--- src/rtl/mem_port_arbiter_pkg.sv ---
`default_nettype none
// ============================================================================
//  Module      : cpu_mem_pkg
//  Description : Shared types and constants for the memory port arbiter:
//                FSM state encoding, requester port IDs and latency counter
//                sizing.
//  Revision    : 1.0 - initial release
// ============================================================================
package cpu_mem_pkg;

    // Arbiter sequencing states
    typedef enum logic [1:0] {
        ST_IDLE = 2'd0,
        ST_WAIT = 2'd1,
        ST_RESP = 2'd2
    } state_e;

    // Requester identifiers (also the encoding of the last-grant pointer)
    localparam logic PORT_IF = 1'b0;
    localparam logic PORT_D  = 1'b1;

    // Largest supported read latency and the counter width needed to hold it
    localparam int RD_LAT_MAX = 4;
    localparam int CNT_W      = $clog2(RD_LAT_MAX + 1);

endpackage
`default_nettype wire

--- src/rtl/mem_port_arbiter_if.sv ---
`default_nettype none
// ============================================================================
//  Module      : mem_port_arbiter_if
//  Description : Bundles the fetch port, data port and memory macro signals
//                of the arbiter. 'slave' is the arbiter view, 'master' is the
//                view of the surrounding core plus memory.
//  Revision    : 1.0 - initial release
// ============================================================================
interface mem_port_arbiter_if #(
    parameter int ADDR_W = 16,
    parameter int DATA_W = 16
);
    // Instruction-fetch port
    logic              if_req;
    logic [ADDR_W-1:0] if_addr;
    logic              if_gnt;
    logic              if_rvalid;
    logic [DATA_W-1:0] if_rdata;

    // Load/store data port
    logic              d_req;
    logic              d_we;
    logic [ADDR_W-1:0] d_addr;
    logic [DATA_W-1:0] d_wdata;
    logic              d_gnt;
    logic              d_rvalid;
    logic [DATA_W-1:0] d_rdata;

    // Memory macro side
    logic              mem_en;
    logic              mem_we;
    logic [ADDR_W-1:0] mem_addr;
    logic [DATA_W-1:0] mem_wdata;
    logic [DATA_W-1:0] mem_rdata;

    modport slave (
        input  if_req, if_addr, d_req, d_we, d_addr, d_wdata, mem_rdata,
        output if_gnt, if_rvalid, if_rdata, d_gnt, d_rvalid, d_rdata,
               mem_en, mem_we, mem_addr, mem_wdata
    );

    modport master (
        output if_req, if_addr, d_req, d_we, d_addr, d_wdata, mem_rdata,
        input  if_gnt, if_rvalid, if_rdata, d_gnt, d_rvalid, d_rdata,
               mem_en, mem_we, mem_addr, mem_wdata
    );

endinterface
`default_nettype wire

--- src/rtl/mem_port_arbiter_pick.sv ---
`default_nettype none
// ============================================================================
//  Module      : mem_arb_pick
//  Description : Combinational winner select between the fetch and data
//                requesters. Default: data port has fixed priority.
//                With MEM_ARB_RR_EN defined: round-robin on contention, the
//                port not named by the last-grant pointer wins.
//  Revision    : 1.0 - initial release
// ============================================================================
module mem_arb_pick
    import cpu_mem_pkg::*;
(
    input  wire logic i_if_req,
    input  wire logic i_d_req,
    input  wire logic i_last_ptr,
    output logic      o_valid,
    output logic      o_winner
);

`ifndef MEM_ARB_RR_EN
    // Pointer is maintained by the parent but only consulted in round-robin mode
    logic w_unused_last_ptr;
    assign w_unused_last_ptr = i_last_ptr;
`endif

    // Select the winning port; a lone request always wins
    always_comb begin
        o_valid  = i_if_req | i_d_req;
        o_winner = i_d_req ? PORT_D : PORT_IF;
`ifdef MEM_ARB_RR_EN
        if (i_if_req && i_d_req) begin
            o_winner = ~i_last_ptr;
        end
`endif
    end

endmodule
`default_nettype wire

--- src/rtl/mem_port_arbiter.sv ---
`default_nettype none
// ============================================================================
//  Module      : mem_port_arbiter
//  Description : Shares a single-ported synchronous RAM between the fetch and
//                data requesters. Grants are combinational in IDLE/RESP,
//                writes complete in the grant cycle, reads are tracked by a
//                latency counter (RD_LAT legal range 1..4) and returned with
//                a one-cycle rvalid pulse. Optional macro MEM_ARB_RR_EN
//                switches contention handling to round-robin.
//  Revision    : 1.0 - initial release
// ============================================================================
module mem_port_arbiter
    import cpu_mem_pkg::*;
#(
    parameter int ADDR_W = 16,
    parameter int DATA_W = 16,
    parameter int RD_LAT = 1
) (
    input  wire logic         clk,
    input  wire logic         reset,
    mem_port_arbiter_if.slave bus,
    output logic              busy
);

    state_e            state_q, state_d;
    logic [CNT_W-1:0]  cnt_q, cnt_d;
    logic              owner_q, owner_d;
    logic              last_ptr_q, last_ptr_d;
    logic              if_rvalid_q, if_rvalid_d;
    logic              d_rvalid_q, d_rvalid_d;
    logic [DATA_W-1:0] if_rdata_q, if_rdata_d;
    logic [DATA_W-1:0] d_rdata_q, d_rdata_d;

    logic              w_pick_valid;
    logic              w_pick_winner;
    logic              w_gnt;
    logic              w_read;
    logic [ADDR_W-1:0] w_sel_addr;

    mem_arb_pick u_pick (
        .i_if_req   (bus.if_req),
        .i_d_req    (bus.d_req),
        .i_last_ptr (last_ptr_q),
        .o_valid    (w_pick_valid),
        .o_winner   (w_pick_winner)
    );

    // Grant and memory strobe: arbitration is closed while a read is in WAIT
    // and everything is forced quiet while reset is held low
    always_comb begin
        w_gnt      = reset && (state_q != ST_WAIT) && w_pick_valid;
        w_read     = w_gnt && ((w_pick_winner == PORT_IF) || !bus.d_we);
        w_sel_addr = (w_pick_winner == PORT_D) ? bus.d_addr : bus.if_addr;

        bus.if_gnt    = w_gnt && (w_pick_winner == PORT_IF);
        bus.d_gnt     = w_gnt && (w_pick_winner == PORT_D);
        bus.mem_en    = w_gnt;
        bus.mem_we    = w_gnt && (w_pick_winner == PORT_D) && bus.d_we;
        bus.mem_addr  = w_gnt ? w_sel_addr : '0;
        bus.mem_wdata = (w_gnt && (w_pick_winner == PORT_D)) ? bus.d_wdata : '0;
    end

    // Next-state logic: latency countdown, read data capture, pointer update
    always_comb begin
        state_d     = state_q;
        cnt_d       = cnt_q;
        owner_d     = owner_q;
        last_ptr_d  = last_ptr_q;
        if_rvalid_d = 1'b0;
        d_rvalid_d  = 1'b0;
        if_rdata_d  = if_rdata_q;
        d_rdata_d   = d_rdata_q;

        case (state_q)
            ST_WAIT: begin
                cnt_d = cnt_q - 1'b1;
                if (cnt_q == CNT_W'(1)) begin
                    state_d = ST_RESP;
                    if (owner_q == PORT_D) begin
                        d_rdata_d  = bus.mem_rdata;
                        d_rvalid_d = 1'b1;
                    end else begin
                        if_rdata_d  = bus.mem_rdata;
                        if_rvalid_d = 1'b1;
                    end
                end
            end
            default: begin
                // IDLE and RESP both arbitrate; a new read overlaps RESP
                if (w_read) begin
                    state_d = ST_WAIT;
                    cnt_d   = CNT_W'(RD_LAT);
                    owner_d = w_pick_winner;
                end else begin
                    state_d = ST_IDLE;
                end
            end
        endcase

        if (w_gnt) begin
            last_ptr_d = w_pick_winner;
        end
    end

    // State and registered outputs; async reset drops any pending response
    always_ff @(posedge clk or negedge reset) begin
        if (!reset) begin
            state_q     <= ST_IDLE;
            cnt_q       <= '0;
            owner_q     <= PORT_IF;
            last_ptr_q  <= PORT_D;
            if_rvalid_q <= 1'b0;
            d_rvalid_q  <= 1'b0;
            if_rdata_q  <= '0;
            d_rdata_q   <= '0;
        end else begin
            state_q     <= state_d;
            cnt_q       <= cnt_d;
            owner_q     <= owner_d;
            last_ptr_q  <= last_ptr_d;
            if_rvalid_q <= if_rvalid_d;
            d_rvalid_q  <= d_rvalid_d;
            if_rdata_q  <= if_rdata_d;
            d_rdata_q   <= d_rdata_d;
        end
    end

    assign bus.if_rvalid = if_rvalid_q;
    assign bus.d_rvalid  = d_rvalid_q;
    assign bus.if_rdata  = if_rdata_q;
    assign bus.d_rdata   = d_rdata_q;
    assign busy          = (state_q == ST_WAIT) || (state_q == ST_RESP);

endmodule
`default_nettype wire

--- src/flat_wrapper.sv ---
// flat-port wrapper written by rule: the top's interface ports become plain ports
module mem_port_arbiter_flat import cpu_mem_pkg::*;
#(
    parameter int ADDR_W = 16,
    parameter int DATA_W = 16,
    parameter int RD_LAT = 1
)
  (clk, reset, busy, bus_if_req, bus_if_addr, bus_d_req, bus_d_we, bus_d_addr, bus_d_wdata, bus_mem_rdata, bus_if_gnt, bus_if_rvalid, bus_if_rdata, bus_d_gnt, bus_d_rvalid, bus_d_rdata, bus_mem_en, bus_mem_we, bus_mem_addr, bus_mem_wdata);
  mem_port_arbiter_if #(.ADDR_W(ADDR_W), .DATA_W(DATA_W)) bus_i ();
  input  wire logic clk;
  input  wire logic reset;
  output logic busy;
  input wire logic [$bits(bus_i.if_req)-1:0] bus_if_req;
  input wire logic [$bits(bus_i.if_addr)-1:0] bus_if_addr;
  input wire logic [$bits(bus_i.d_req)-1:0] bus_d_req;
  input wire logic [$bits(bus_i.d_we)-1:0] bus_d_we;
  input wire logic [$bits(bus_i.d_addr)-1:0] bus_d_addr;
  input wire logic [$bits(bus_i.d_wdata)-1:0] bus_d_wdata;
  input wire logic [$bits(bus_i.mem_rdata)-1:0] bus_mem_rdata;
  output wire logic [$bits(bus_i.if_gnt)-1:0] bus_if_gnt;
  output wire logic [$bits(bus_i.if_rvalid)-1:0] bus_if_rvalid;
  output wire logic [$bits(bus_i.if_rdata)-1:0] bus_if_rdata;
  output wire logic [$bits(bus_i.d_gnt)-1:0] bus_d_gnt;
  output wire logic [$bits(bus_i.d_rvalid)-1:0] bus_d_rvalid;
  output wire logic [$bits(bus_i.d_rdata)-1:0] bus_d_rdata;
  output wire logic [$bits(bus_i.mem_en)-1:0] bus_mem_en;
  output wire logic [$bits(bus_i.mem_we)-1:0] bus_mem_we;
  output wire logic [$bits(bus_i.mem_addr)-1:0] bus_mem_addr;
  output wire logic [$bits(bus_i.mem_wdata)-1:0] bus_mem_wdata;
  assign bus_i.if_req = bus_if_req;
  assign bus_i.if_addr = bus_if_addr;
  assign bus_i.d_req = bus_d_req;
  assign bus_i.d_we = bus_d_we;
  assign bus_i.d_addr = bus_d_addr;
  assign bus_i.d_wdata = bus_d_wdata;
  assign bus_i.mem_rdata = bus_mem_rdata;
  assign bus_if_gnt = bus_i.if_gnt;
  assign bus_if_rvalid = bus_i.if_rvalid;
  assign bus_if_rdata = bus_i.if_rdata;
  assign bus_d_gnt = bus_i.d_gnt;
  assign bus_d_rvalid = bus_i.d_rvalid;
  assign bus_d_rdata = bus_i.d_rdata;
  assign bus_mem_en = bus_i.mem_en;
  assign bus_mem_we = bus_i.mem_we;
  assign bus_mem_addr = bus_i.mem_addr;
  assign bus_mem_wdata = bus_i.mem_wdata;
  mem_port_arbiter #(.ADDR_W(ADDR_W), .DATA_W(DATA_W), .RD_LAT(RD_LAT)) u_core (.clk(clk), .reset(reset), .bus(bus_i), .busy(busy));
endmodule
--- config.mk ---
export PLATFORM = sky130hd
export DESIGN_NAME = mem_port_arbiter_flat
export DESIGN_NICKNAME = d
export VERILOG_FILES = /design/src/rtl/mem_port_arbiter_pkg.sv /design/src/rtl/mem_port_arbiter_if.sv /design/src/rtl/mem_port_arbiter_pick.sv /design/src/rtl/mem_port_arbiter.sv /design/src/flat_wrapper.sv
export SDC_FILE = /design/constraint.sdc
export NUM_CORES = 1
export LEC_CHECK = 0
export CAP_MARGIN = 20
export CORE_ASPECT_RATIO = 0.8
export CORE_UTILIZATION = 35
export DETAILED_ROUTE_END_ITERATION = 7
export GPL_ROUTABILITY_DRIVEN = 0
export HOLD_SLACK_MARGIN = 0.06
export PLACE_DENSITY = 0.8
export SETUP_SLACK_MARGIN = 0.4
export SYNTH_ARGS = -nofsm -noshare
export SYNTH_HDL_FRONTEND = slang
export SYNTH_HIERARCHICAL = 1
export SYNTH_SLANG_ARGS = --single-unit
export TNS_END_PERCENT = 5
--- constraint.sdc ---
create_clock -name clk -period 2.4 [get_ports clk]
set_input_delay 0.24 -clock clk [delete_from_list [all_inputs] [get_ports clk]]
set_output_delay 0.24 -clock clk [all_outputs]
set_load 0.02 [all_outputs]
==> flow_metrics.py <==
metrics = {
    "critical_path": {
        "critPathRequiredTime_ns": 2.16,
        "slowest_delay_ns": 0.41,
        "reg2reg_from": "u_core/state_q[1]",
        "crit_chain": "clkdlybuf4s50_1 -> or2_1 -> nand3b_1 -> buf_6 -> clkinvlp_4 -> and3_1 -> clkdlybuf4s15_1",
        "cp.arrival_ns": 1.82,
        "crit_path_max_fanout": 8,
        "r2r_end": "u_core/bus.if_rdata[9]",
        "path_buf_inv": 4,
        "reg2reg_slack_ns": 0.59,
        "startpoint_type": "input pin",
        "slowest_stage": "clkdlybuf4s50_1",
        "crit_type": "in2out",
        "crit_family": "buffers and inverters",
        "reg2reg_depth": 7,
        "critPathCaptureType": "output pin",
    },
    "global_routing": {
        "grt_antenna_before_repair": 0,
        "grtUsageTotal_pct": 19.5,
        "grt_pass1_wl_mm": 8.98,
        "grt-ovfl-total": 0,
        "grt_pass1_vias": 1738,
        "grt_max_degree": 43,
    },
    "power_and_ir_drop": {
        "pwr-share-comb_pct": 54.1,
        "clkPwrFrac_pct": 12.7,
        "pwr-share-seq_pct": 33.1,
        "peakVddDrop_uv": 620,
        "swShare_pct": 35.6,
        "p_per_area_nw_per_um2": 1000,
        "p_int_w": 0.00228,
        "switchingPower_w": 0.00126,
        "p_leak_nw": 1.64,
    },
    "finish": {
        "layout-drive-gt1-share_pct": 23.4,
        "final_cells": 390,
        "area_growth_pct": 75.9,
        "nets": 383,
        "final.fill_count": 447,
        "n_antenna_cell": 0,
    },
    "place": {
        "dp_cells": 376,
        "portBuffers": 139,
        "hpwl_mm": 4.14,
    },
    "run_status": {
        "status": "finished, final reports clean",
    },
    "floorplanning": {
        "fp.dieW_um": 86.6,
        "ioPinCount": 140,
        "dieArea_um2": 6040,
        "floorplan.initialDensity_pct": 36.5,
        "core.rowCount": 24,
        "die_y_um": 69.7,
        "core-area_um2": 5500,
    },
    "cts": {
        "htree_levels": 2,
        "numCtsBuffers": 5,
        "clkTransAtPathRegs_ns": 0.07,
        "clock-sinks": 40,
        "clk_path_buf_depth": 2,
        "cts-root-buf": "clkbuf_8",
        "clk_latency_ns": 0.29,
        "cts_tree": "built",
    },
    "synth": {
        "yosys_warnings": 6,
        "syn_area_um2": 2010,
        "syn_inst": 165,
        "postSynthAreaPerCell_um2": 12.2,
        "syn-num-nets": 237,
    },
    "sta": {
        "setup_viol": 0,
        "tightest_slew_ns": 0.509,
        "max_freq_mhz": 486,
        "relSlewSlack_pct": 66.1,
        "skew_ns": 0.00331,
        "final_hold_viol_count": 0,
        "final-max-slew-violation-count": 0,
        "rsz0062_at_grt": "yes",
        "hold_ws_ns": 0.507,
        "final.period_utilization_pct": 85.7,
        "min_period_ns": 2.06,
    },
    "detailed_routing": {
        "dr.first_iter.drc_count": 72,
        "vias": 1737,
        "drt_pass1_iterations": 4,
        "via_per_inst": 4.45,
        "drt_wl_total_mm": 5.65,
        "wl_per_cell_um": 14.5,
        "drc": 0,
        "ant_nets": 0,
    },
    "min_path": {
        "hold_path.class": "reg2reg",
        "hold_path_depth": 1,
        "min_to": "u_core/bus.d_rdata[0]",
        "hold_start": "u_core/bus.d_rdata[0]",
    },
    "run": {
        "drv_cap": 0,
    },
}
## sequential cells by signal, summed over array words and instances (netlist names)
name,flops
u_core/owner_q,1
u_core/cnt_q,3
u_core/bus.d_rdata,16
u_core/bus.d_rvalid,1
u_core/state_q,2
u_core/bus.if_rvalid,1
u_core/bus.if_rdata,16
## through the flow
step	util [%]	setup slack [ns]	TNS [ns]	power, W	cell area (µm²)
2_1_floorplan	-	0.512	0	0.00221	2010
5_1_grt	64.2	0.249	0	0.00375	3530
6_report	64.2	0.343	0	0.00354	3530
3_5_place_dp	63.0	-0.00437	-0.00739	0.00312	3460
4_1_cts	64.5	0.238	0	0.00358	3550
3_3_place_gp	63.0	0.0573	0	0.00309	3460
## worst max path at each step
stage                       from           endpoint  slack, ns  cells after the start
6_report               bus_d_req   bus_mem_wdata[9]       0.34                      7
5_1_grt        u_core/state_q[1]   bus_mem_wdata[9]       0.25                      7
4_1_cts                bus_d_req  bus_mem_wdata[14]       0.24                      7
3_5_place_dp           bus_d_req  bus_mem_wdata[14]     -0.004                      6
3_3_place_gp           bus_d_req  bus_mem_wdata[14]       0.06                      6
2_1_floorplan  u_core/state_q[0]  bus_mem_wdata[10]       0.51                      6
## cell usage in the layout, fill, tap and decap left out, drive strengths merged
cell and n:
a21oi 2, a311oi 2, and2 1, and3 16
buf 10, clkbuf 22, clkdlybuf4s15 16, clkdlybuf4s50 102
clkinv 2, clkinvlp 3, dfrtp 40, dlygate4sd2 4
dlygate4sd3 1, ha 3, inv 6, mux2 32
mux2i 16, nand2 4, nand3 1, nand3b 1
nor2 21, nor2b 1, nor3b 1, o21ai 1
o21bai 1, o22a 1, or2 1, xor2 1
## routing by layer
metal  GRT usage, %  share of wire [%]
met5              0                  0
met3           4.76                4.2
met4           4.63               0.35
met2           31.8                 52
met1           26.0                 44
## cell type report
| class | instances | area [µm²] | share of cell area (%) |
|---|---|---|---|
| Clock buffer | 6 | 82.6 | 2.34 |
| Timing Repair Buffer | 149 | 1390 | 39.3 |
| Multi-Input combinational cell | 106 | 906 | 25.7 |
| Sequential cell | 40 | 1000 | 28.4 |
| Timing Repair inverter | 2 | 15.0 | 0.426 |
| Clock inverter | 2 | 10.0 | 0.284 |
| Inverter | 7 | 30.0 | 0.851 |
| Tap cell | 78 | 97.6 | 2.77 |
## power by group through the flow
stage,Combinational [W],Sequential [W],Clock [W]
finish,0.00191,0.00117,0.000451
global route,0.00203,0.00121,0.000507
CTS,0.00193,0.00118,0.000470
detailed placement,0.00194,0.00118,0
global placement,0.00191,0.00117,0
floorplan,0.000695,0.00152,0
## repair_timing
action | CTS | global route
pin swaps | 1 | 0
endpoints found under the setup margin | 36 | 36
hold endpoints to repair | 40 | 0
cloned | 2 | 0
gates resized for setup | 39 | 50
buffers inserted | 1 | 2
hold buffers | 1 | 0
No activity file was read; power rests on OpenSTA's default activity.
